--- config.mk ---
export PLATFORM = sky130hd
export DESIGN_NAME = fpu_mac_seq
export DESIGN_NICKNAME = d
export VERILOG_FILES = /design/src/rtl/data_type_pkg.sv /design/src/rtl/fpu_mac_seq.sv
export SDC_FILE = /design/constraint.sdc
export NUM_CORES = 1
export LEC_CHECK = 0
export CAP_MARGIN = 15
export CORE_UTILIZATION = 45
export DETAILED_ROUTE_END_ITERATION = 10
export PLACE_DENSITY = 0.84
export SLEW_MARGIN = 25
export SYNTH_ARGS = -nofsm -noshare
export SYNTH_HDL_FRONTEND = slang
export SYNTH_SLANG_ARGS = --single-unit
--- constraint.sdc ---
create_clock -name clk -period 3.69 [get_ports clk]
set_input_delay 0.738 -clock clk [delete_from_list [all_inputs] [get_ports clk]]
set_output_delay 0.738 -clock clk [all_outputs]
set_load 0.1 [all_outputs]
--- src/rtl/data_type_pkg.sv ---
// rtl/data_type_pkg.sv - bfloat16 widths, FPU operation encodings and MAC sequencer state type
package data_type_pkg;

    localparam int DATA_WIDTH = 16;
    localparam int MODE_WIDTH = 2;

    localparam logic [MODE_WIDTH-1:0] MODE_ADD = 2'd0;
    localparam logic [MODE_WIDTH-1:0] MODE_MUL = 2'd2;

    typedef enum logic [1:0] {
        S_IDLE = 2'd0,
        S_MUL  = 2'd1,
        S_ADD  = 2'd2,
        S_DONE = 2'd3
    } mac_state_e;

endpackage

--- src/rtl/fpu_mac_seq.sv ---
// rtl/fpu_mac_seq.sv - sequences a combinational bfloat16 FPU into a handshaked multiply-accumulate engine
module fpu_mac_seq
    import data_type_pkg::*;
#(
    parameter int DATA_WIDTH = data_type_pkg::DATA_WIDTH,
    parameter int CNT_WIDTH  = 8
) (
    input  logic                  clk,
    input  logic                  rst_n,
    input  logic                  in_valid_i,
    output logic                  in_ready_o,
    input  logic [DATA_WIDTH-1:0] a_i,
    input  logic [DATA_WIDTH-1:0] b_i,
    input  logic                  last_i,
    output logic                  res_valid_o,
    input  logic                  res_ready_i,
    output logic [DATA_WIDTH-1:0] res_o,
    output logic                  res_ovf_o,
    output logic [CNT_WIDTH-1:0]  res_cnt_o,
    output logic [MODE_WIDTH-1:0] fpu_op_o,
    output logic [DATA_WIDTH-1:0] fpu_in1_o,
    output logic [DATA_WIDTH-1:0] fpu_in2_o,
    input  logic [DATA_WIDTH-1:0] fpu_out_i,
    input  logic                  fpu_overflow_i
);

    mac_state_e            r_state;
    mac_state_e            w_next;
    logic                  r_in_ready;
    logic                  r_res_valid;
    logic [DATA_WIDTH-1:0] r_a;
    logic [DATA_WIDTH-1:0] r_b;
    logic                  r_last;
    logic [DATA_WIDTH-1:0] r_prod;
    logic [DATA_WIDTH-1:0] r_acc;
    logic                  r_ovf;
    logic [CNT_WIDTH-1:0]  r_cnt;
    logic                  w_accept;

    assign w_accept    = (r_state == S_IDLE) && in_valid_i && r_in_ready;
    assign in_ready_o  = r_in_ready;
    assign res_valid_o = r_res_valid;
    assign res_o       = r_acc;
    assign res_ovf_o   = r_ovf;
    assign res_cnt_o   = r_cnt;

    always_comb begin
        w_next    = r_state;
        fpu_op_o  = MODE_ADD;
        fpu_in1_o = '0;
        fpu_in2_o = '0;
        case (r_state)
            S_IDLE: begin
                if (w_accept) w_next = S_MUL;
            end
            S_MUL: begin
                fpu_op_o  = MODE_MUL;
                fpu_in1_o = r_a;
                fpu_in2_o = r_b;
                w_next    = S_ADD;
            end
            S_ADD: begin
                fpu_op_o  = MODE_ADD;
                fpu_in1_o = r_acc;
                fpu_in2_o = r_prod;
                w_next    = r_last ? S_DONE : S_IDLE;
            end
            S_DONE: begin
                if (res_ready_i) w_next = S_IDLE;
            end
            default: w_next = S_IDLE;
        endcase
    end

    // Handshake flags are registered from the next state so neither ready nor valid
    // depends combinationally on the partner's strobe.
    always_ff @(posedge clk or negedge rst_n) begin
        if (!rst_n) begin
            r_state     <= S_IDLE;
            r_in_ready  <= 1'b0;
            r_res_valid <= 1'b0;
        end else begin
            r_state     <= w_next;
            r_in_ready  <= (w_next == S_IDLE);
            r_res_valid <= (w_next == S_DONE);
        end
    end

    always_ff @(posedge clk or negedge rst_n) begin
        if (!rst_n) begin
            r_a    <= '0;
            r_b    <= '0;
            r_last <= 1'b0;
            r_prod <= '0;
            r_acc  <= '0;
            r_ovf  <= 1'b0;
            r_cnt  <= '0;
        end else begin
            case (r_state)
                S_IDLE: begin
                    if (w_accept) begin
                        r_a    <= a_i;
                        r_b    <= b_i;
                        r_last <= last_i;
                    end
                end
                S_MUL: begin
                    r_prod <= fpu_out_i;
                    r_ovf  <= r_ovf | fpu_overflow_i;
                end
                S_ADD: begin
                    r_acc <= fpu_out_i;
                    r_ovf <= r_ovf | fpu_overflow_i;
                    if (r_cnt != {CNT_WIDTH{1'b1}}) r_cnt <= r_cnt + 1'b1;
                end
                S_DONE: begin
                    if (res_ready_i) begin
                        r_acc <= '0;
                        r_ovf <= 1'b0;
                        r_cnt <= '0;
                    end
                end
                default: ;
            endcase
        end
    end

endmodule
# Word level (Yosys, flattened, before mapping)
# Cells that the tools add are included.
# word_totals
out_inout_bits	61
elab_cells	44
register_bits	78
input_bits	54
# classes
n_mux	14
add_sub_neg	1
eq_ne	7
n_reduce_logical	11
bitwise	1
# ops
op	n
case mux 16 bit (2 select lines)	3
2-to-1 mux 16 bit	1
2-to-1 mux 8 bit	2
case mux 8 bit (2 select lines)	1
adder 8 x 1 -> 8 bit (second input constant)	1
2-to-1 mux 2 bit	4
!= test 8 bit (second input constant)	1
case mux 2 bit (4 select lines)	1
== test 2 bit (second input constant)	3
AND reduction 2 bit	3
logical NOT 2 bit	2
!= test 2 bit (second input constant)	2
nonzero test 2 bit	2
AND reduction 3 bit	1
== test 2 x 1 -> 1 bit (second input constant)	1
logical AND 1 bit	2
case mux 1 bit (2 select lines)	1
OR reduction 2 bit	1
2-to-1 mux 1 bit	1
OR 1 bit	1

# Longest topological paths before layout
# depth
depth_word	6
mapped_depth	7
mapped_depth_nobuf	5

# Worst setup path before layout
# OpenSTA, ideal clock, no wires.
# synth_timing
path_kind	register to output
startpoint	register r_state[1]
endpoint	output port fpu_in1_o[10]
stages_incl_launch_ff	6
path_buffers	1
path_slack_ps	-181
arrival_time_ps	3133
required_time_ps	2952
cell_sequence	dfrtp_1 > inv_1 > ha_1 > clkbuf_1 > a22oi_1 > nor2b_1
# synth_between
elab_chain_cells	2
elab_cells_between_ends	3
# synth_lines
element	line	rtl
from (decl)	fpu_mac_seq.sv:27	mac_state_e r_state;
from (signal assigned)	fpu_mac_seq.sv:83	r_state <= w_next;
== test 2 bit or == test 2 x 1 -> 1 bit (tied branches)	fpu_mac_seq.sv:52	case (r_state)
case mux 16 bit (2 select lines) (*)	fpu_mac_seq.sv:52	
to (decl)	fpu_mac_seq.sv:21	output logic [DATA_WIDTH-1:0] fpu_in1_o,
# Every way passes the cells marked *; elsewhere a longest branch is shown, timed or not.

# Worst setup path after layout
# layout_timing
startpoint	register r_state[0]
endpoint	output port fpu_in2_o[4]
# layout_between
elab_chain_cells	2
elab_cells_between_ends	3
# layout_lines
element	line	rtl
== test 2 bit or == test 2 x 1 -> 1 bit (tied branches)	fpu_mac_seq.sv:52	
case mux 16 bit (2 select lines) (*)	fpu_mac_seq.sv:52	
to (decl)	fpu_mac_seq.sv:22	output logic [DATA_WIDTH-1:0] fpu_in2_o,
# Marks and branches as above.

==> metrics.txt <==
via/cell ratio about 5.7; Total GRT Usage 0.221; synth warn 0; Cells after Synth 290; Port Buf Inserts 113; commonest non-fill, non-tap cell in the layout clkdlybuf4s50_1; WP data arrival 2230 ps; reg-to-reg endpoint res_valid_o; final setup vio count 0; drt first-iter violations 125; Worst-Margin Slew 987 ps; Area Overhead vs Synth 48.7%; max capacitance violation total 0; CTS clk-pin slew, worst paths 90 ps; Netlist Area Pre-Place 3650 sq um; post-synth top area cell dfrtp_1; Max Slew Vio Count 0; CTS tree yes; wire length per cell approximately 18 um; sequential share of the synthesized area 0.534; Detailed Place HPWL 6.12 mm; worst setup path start r_state[0]; Critical Path Source Type flop; minimum clock period after layout 2970 ps; Crit Path Max Fanout 19; initial core utilization 0.468; num ports about 120; Die X-Extent 92.1 um; Mean Syn Cell Area 12.6 sq um; sum of negative setup slack 0 ps; antenna-violating nets left 0; most frequent cells in the layout clkdlybuf4s50_1 (79), dfrtp_1 (78), mux2_2 (42); worst reg2reg startpoint r_state[0]; Layout fillers 550; hold_buf cts 0; CP required between 2000 and 3000 ps; Worst slew margin 0.340; overall die height 92.1 um; Critical Path End Type output port; RD Place Congestion 0.874; CTS H-tree depth 3; fmax between 300 and 400 MHz; grt total ovfl 0; Sink Count 78; flop-to-flop setup slack 1350 ps; Setup WS post-layout about 720 ps; layout cells sized above 1 0.332; number of diodes 0; Finished Cell Area 5430 sq um; drc violations 0; Post-synth EDFFs 0; worst hold margin 402 ps; clock skew 16.6 ps; cells taking the most area after synthesis dfrtp_1 (53%), mux2_2 (13%), a22oi_1 (6.8%); maximum clock path buffer count 2; first-pass GRT wire length ~15 mm; nets@finish 458; Die Area about 8500 sq um; most used flip-flop cell after synthesis dfrtp_1; Tightest Hold Check Type in2async; vias 2892; post-synthesis net count 350; largest net degree at the start of global routing 79; DRT Pass-1 Iters 4; Yosys reg bits between 70 and 80; Setup Buffers After CTS 0; Setup Crit Path Kind reg2out; FFs w/ async S/R, synth 1.00; Num CTS Buffers 9; reg2reg path depth 5; FP Rows 32; status completed; top cell type's share of synthesized area 0.534; latest clock arrival within the worst-skew pair 340 ps; Clock Tree Root clkbuf_8; post-CTS resize count 0; vias in the first global route around 2900; pre-CTS WS around 870 ps; distinct cell type count after synthesis 41; fin crit share 0.805; Hold Fails Final Rpt 0; RSZ-0062 raised after global routing no; initial antenna violation count 0; routed wire length approximately 9 mm; Post-DP Area 5240 sq um; core area 7810 sq um
area by class of cell:
type / instances / area [sq um] / share of cell area
Clock buffer: 10 / 138 / 0.0253
Clock inverter: 4 / 48.8 / 0.00898
Inverter: 7 / 26.3 / 0.00484
Multi-Input combinational cell: 184 / 1650 / 0.304
Sequential cell: 78 / 1950 / 0.359
Tap cell: 102 / 128 / 0.0235
Timing Repair Buffer: 118 / 1490 / 0.274
worst max-delay path, stage by stage (launching register included):
cell and delay, ps:
dfrtp_1 410, inv_1 120, ha_1 580, buf_4 320, nor2b_2 270, buf_12 200
worst max path at each step:
stage	endpoint	slack, ps	cells past startpoint
finish	fpu_in2_o[4]	720	5
global route	fpu_in2_o[4]	580	5
CTS	fpu_in2_o[4]	700	5
detailed placement	res_valid_o	870	4
global placement	res_valid_o	920	4
floorplan	fpu_in1_o[10]	330	5
state kept, by name, summed over array words and instances (netlist names):
| name | cells |
|---|---|
| r_a | 16 |
| r_b | 16 |
| r_prod | 16 |
| res_o | 16 |
| res_cnt_o | 8 |
| r_state | 2 |
| in_ready_o | 1 |
| r_last | 1 |
| res_ovf_o | 1 |
| res_valid_o | 1 |
layer usage:
metal,track usage,up-vias,wire (um)
li1,-,1285,-
met1,0.293,1480,3780
met2,0.364,119,4640
met3,0.0439,8,540
met4,0.0716,0,58
met5,0,-,0
through the flow:
step           cells   util
6_report         503  0.696
5_1_grt          503  0.696
3_3_place_gp     489  0.671
4_1_cts          503  0.695
2_1_floorplan    290      -
3_5_place_dp     489  0.671
cells by family (layout without fill, tap and decap cells):
| logic type | after synthesis | after routing | synth area share |
|---|---|---|---|
| simple gates | 54 | 54 | 0.0915 |
| buf+inv | 28 | 139 | 0.0370 |
| fa+ha+maj | 6 | 6 | 0.0206 |
| mux | 51 | 51 | 0.160 |
| flops | 78 | 78 | 0.534 |
| other cells | 1 | 1 | 0.00103 |
| compound gates | 72 | 72 | 0.156 |
cells in the mapped netlist, types with 2 or more instances:
cell type,instances
ha_1,6
nor4_1,2
o21a_1,2
nand4_1,3
inv_1,7
a311oi_1,2
a22o_1,16
dfrtp_1,78
nand3_1,3
and3_1,2
a211o_1,3
mux2_1,7
mux2_2,42
a21oi_1,6
buf_2,11
nor2b_1,33
o211a_1,2
buf_4,4
a22oi_1,33
clkbuf_1,5
nand2_1,3
Power is left out: the tool's default activity adds up to more than one toggle a clock period on the data nets, which glitch-free logic cannot reach.
